===== src/rtl/hidden_reg_bank.sv =====
// Holding bank for hidden-layer activations. Groups of GROUP_SIZE lanes are
// captured into consecutive neuron slots under a valid/ready handshake. Once
// every group is in, the whole vector is offered to the output layer, also
// under a valid/ready handshake.
module hidden_reg_bank #(
  parameter int WIDTH       = 8,
  parameter int NUM_NEURONS = 20,
  parameter int GROUP_SIZE  = 10,
  localparam int NUM_GROUPS = (NUM_NEURONS + GROUP_SIZE - 1) / GROUP_SIZE,
  localparam int GRP_W      = (NUM_GROUPS > 1) ? $clog2(NUM_GROUPS) : 1
) (
  input  logic                         clk,
  input  logic                         rst,
  input  logic                         clr,
  input  logic                         in_valid,
  output logic                         in_ready,
  input  logic [GROUP_SIZE*WIDTH-1:0]  in_data,
  output logic [GRP_W-1:0]             grp_idx,
  output logic                         out_valid,
  input  logic                         out_ready,
  output logic [NUM_NEURONS*WIDTH-1:0] out_concat
);

  typedef enum logic {FILL = 1'b0, FULL = 1'b1} state_t;

  localparam logic [GRP_W-1:0] LAST_GRP = GRP_W'(NUM_GROUPS - 1);

  state_t           state_q, state_d;
  logic [GRP_W-1:0] grp_q, grp_d;
  logic             wr_en;

  // A group is only written when the bank is filling and no abort is pending.
  assign in_ready  = (state_q == FILL);
  assign wr_en     = in_valid && in_ready && !clr;
  assign out_valid = (state_q == FULL);
  assign grp_idx   = grp_q;

  // Next-state and group-counter logic; clr overrides both handshakes.
  always_comb begin
    state_d = state_q;
    grp_d   = grp_q;
    if (clr) begin
      state_d = FILL;
      grp_d   = '0;
    end else begin
      case (state_q)
        FILL: begin
          if (in_valid) begin
            if (grp_q == LAST_GRP) begin
              grp_d   = '0;
              state_d = FULL;
            end else begin
              grp_d = grp_q + GRP_W'(1);
            end
          end
        end
        FULL: begin
          if (out_ready) state_d = FILL;
        end
        default: state_d = FILL;
      endcase
    end
  end

  // Control state register.
  always_ff @(posedge clk) begin
    if (rst) begin
      state_q <= FILL;
      grp_q   <= '0;
    end else begin
      state_q <= state_d;
      grp_q   <= grp_d;
    end
  end

  // One register per neuron. Its group and lane are fixed at elaboration,
  // so unused lanes of a trailing partial group never reach any register.
  for (genvar n = 0; n < NUM_NEURONS; n++) begin : g_neuron
    localparam int GRP  = n / GROUP_SIZE;
    localparam int LANE = n % GROUP_SIZE;

    logic [WIDTH-1:0] neur_q;

    // Capture this neuron's lane when its group is the one being written.
    always_ff @(posedge clk) begin
      if (rst) begin
        neur_q <= '0;
      end else if (wr_en && (grp_q == GRP_W'(GRP))) begin
        neur_q <= in_data[LANE*WIDTH +: WIDTH];
      end
    end

    assign out_concat[n*WIDTH +: WIDTH] = neur_q;
  end

endmodule


===== config.mk =====
export PLATFORM = sky130hd
export DESIGN_NAME = hidden_reg_bank
export DESIGN_NICKNAME = d
export VERILOG_FILES = /design/src/rtl/hidden_reg_bank.sv
export SDC_FILE = /design/constraint.sdc
export NUM_CORES = 1
export LEC_CHECK = 0
export ABC_AREA = 1
export ABC_CLOCK_PERIOD_IN_PS = 1280
export BUFFER_PORTS_ARGS = -buffer_cell sky130_fd_sc_hd__buf_2
export CORE_MARGIN = 10
export CORE_UTILIZATION = 25
export DETAILED_ROUTE_END_ITERATION = 8
export PLACE_DENSITY_LB_ADDON = 0.12
export SLEW_MARGIN = 20
export SYNTH_ARGS = -nofsm -noshare
export SYNTH_HDL_FRONTEND = slang
export SYNTH_SLANG_ARGS = --single-unit

===== constraint.sdc =====
create_clock -name clk -period 1.28 [get_ports clk]
set_input_delay 0.128 -clock clk [delete_from_list [all_inputs] [get_ports clk]]
set_output_delay 0.128 -clock clk [all_outputs]
set_load 0.1 [all_outputs]

==> flow_metrics.py <==
metrics = {
    "power_and_ir_drop": {
        "power_leakage_uw": 0.00487,
        "power_density_nw_per_um2": 1410,
        "max-vdd-ir-drop_mv": 0.836,
    },
    "setup_path": {
        "critical-path-top-delay-family": "simple AND/OR/NAND/NOR gates",
        "cp.arrival_ps": 1590,
        "path_cells": "nor2_4 > buf_12 > buf_12 > nand3_1 > nand2_1 > nor2_1",
        "cp.required_ps": 1590,
        "cp-start-kind": "flop",
        "crit_slowest_cell": "dfxtp_4",
        "max_stage_delay_ps": 370,
        "crit_path_end_kind": "flop",
        "cp.buffers_inverters": 2,
        "cp_max_fo": 17,
        "crit_top_cell": "buf_12",
        "critPathKind": "reg2reg",
    },
    "timing": {
        "hold_violations": 0,
        "min_period_ps": 1290,
        "final.setup.worst_slack_ps": -5.75,
        "fmax_ghz": 0.778,
        "rsz0062_at_grt": "yes",
        "fin_crit_sh_pct": 100,
        "worst_slew_pin_slew_ps": 298,
        "setup_viol": 1,
        "maxSlewHeadroom_pct": 80.3,
        "slew_violations": 0,
        "fin_skew_ps": 6.93,
    },
    "routing": {
        "drt-total-wl_mm": 25.1,
        "first_pass_iters": 4,
        "num_vias": 6931,
        "ant_nets": 0,
        "vias_per_cell": 4.44,
        "drc": 0,
        "drt_iter0_markers": 439,
        "avgRoutedWirePerCell_microns": 16.0,
    },
    "final_layout": {
        "instances_no_fill": 1562,
        "layout-drive-gt1-share_pct": 29.4,
        "area_growth_syn_to_layout_pct": 50.3,
        "final_cell_mix": "164 x nor2_1, 161 x buf_4, 160 x dfxtp_1",
        "mostFrequentLayoutCell": "nor2_1",
        "multiInputGateArea_sq_um": 3010,
        "n_antenna_cell": 0,
        "seq_area_sq_um": 3250,
        "fillers": 2931,
        "final_net_count": 1293,
        "final_area_sq_um": 10200,
    },
    "clock_network": {
        "root_buffer": "clkbuf_16",
        "cts_buffer_depth": 2,
        "path_clk_slew_ps": 70,
        "htreeDepth": 4,
        "cts_sinks": 162,
        "cts_tree": "yes",
        "cts_buffers": 17,
        "worstSkewPairLatency_ps": 410,
    },
    "global_route": {
        "grt_antenna_before_repair": 1,
        "grt_pass1_vias": 6818,
        "use_met2_pct": 22.5,
        "grt_max_degree": 53,
        "grt_overflow": 0,
        "busiest_layer": "met2",
        "met1_usage_pct": 18.1,
        "grt_pass1_wl_mm": 38.4,
        "use_met3_pct": 4.06,
        "grt_use_total_pct": 14.0,
    },
    "synth": {
        "ys_seq_area_share_pct": 47.7,
        "synth_area_sq_um": 6790,
        "yosysTopAreaCellShare_pct": 47.7,
        "syn-num-nets": 1066,
        "syn_area_per_cell_sq_um": 6.93,
        "netlist-cell-type-count": 14,
        "synth_seq_cells": 162,
        "synth_cells": 981,
        "synth_area_leaders": "dfxtp_1 48%, a21oi_1 12%, nand3_1 12%",
        "synth_largest_area_cell": "dfxtp_1",
        "yosys_warnings": 0,
    },
    "job": {
        "max-cap-violations": 0,
    },
    "place": {
        "place_congestion": 0.790,
        "post-place-ws_ps": 38.2,
        "hpwl_mm": 17.5,
        "dpl_cell_area_sq_um": 8930,
        "place.port_buffers": 247,
        "dp_cells": 1523,
    },
    "floorplanning": {
        "die_y_microns": 185,
        "rows": 60,
        "core_sq_um": 26900,
        "die_area_sq_um": 34200,
        "io_pins": 248,
        "dieWidth_microns": 185,
        "initial_core_util_pct": 25.3,
    },
    "outcome": {
        "outcome": "finished, violations left",
        "failed_checks": "negative setup slack",
    },
    "hold_path": {
        "worstHoldPathType": "in2reg",
    },
}
power by group:
group	switching (uW)	total, uW	internal, uW
combinational	2720	3690	962
clock	2220	5310	3090
sequential	152	5430	5280
flip-flops by register name (all words and copies together), names as in the netlist:
signal and cells:
out_valid 1, g_neuron.neur_q 160, grp_idx 1
path summary, 6_finish.rpt:
kind / cells after the start / start / slack, ps / end
setup / recovery: 6 / grp_idx / -6 / g_neuron[0].neur_q[1]
hold / removal: 4 / out_ready / 10 / out_valid
setup reg to reg: 6 / grp_idx / -6 / g_neuron[0].neur_q[1]
hold reg to reg: 2 / g_neuron[10].neur_q[1] / 470 / g_neuron[10].neur_q[1]
worst register-to-register path, delay by kind of cell, from the launching register on:
kind | cells | cell delay [ps]
AND/OR/NAND/NOR | 4 | 440
buffers and inverters | 2 | 370
flip-flops | 1 | 370
cells by family (layout without fill, tap and decap cells):
kind of cell | count (synthesis) | after routing | share of synthesized area (%)
AND/OR/NAND/NOR | 490 | 490 | 30.2
buffers and inverters | 169 | 409 | 10.3
flip-flops | 162 | 162 | 47.7
AO/OA/AOI/OAI | 160 | 160 | 11.8
per-stage QoR:
step | utilization, % | hold WS, ps | TNS [ps] | total power [uW]
3_3_place_gp | 33.2 | 439 | 0 | 9000
4_1_cts | 36.8 | 6.29 | -9.45 | 14500
5_1_grt | 38.0 | 31.7 | -2480 | 15100
3_5_place_dp | 33.2 | 449 | 0 | 9000
2_1_floorplan | - | 296 | -3690 | 8120
6_report | 38.0 | 9.57 | -5.75 | 14400
final cells by class:
| class | instances | area share (%) |
|---|---|---|
| well taps | 341 | 4.18 |
| clock buffers | 20 | 4.27 |
| multi-input cells | 650 | 29.5 |
| clock inverters | 12 | 1.54 |
| flip-flops and latches | 162 | 31.8 |
| repair buffers | 293 | 25.5 |
| inverters | 84 | 3.17 |
metal layers:
metal  up-vias  wire length, microns
met5         -                    13
met1      3146                 11300
li1       3596                     -
met2       173                 11900
met3        14                  1600
met4         2                   262
cells in the mapped netlist, drive strengths merged:
library cell and count:
buf 57, clkbuf 28, inv 84, a21oi 160, nor2 167, nand2 162
dfxtp 162, nor3 1, nand3 160
what timing repair did:
item	in CTS	in global routing
hold buffers	0	0
cloned	0	6
pin swaps	0	6
gates resized for setup	147	36
setup endpoints to repair	148	68
setup buffers	0	1
(Power assumes the default switching activity.)
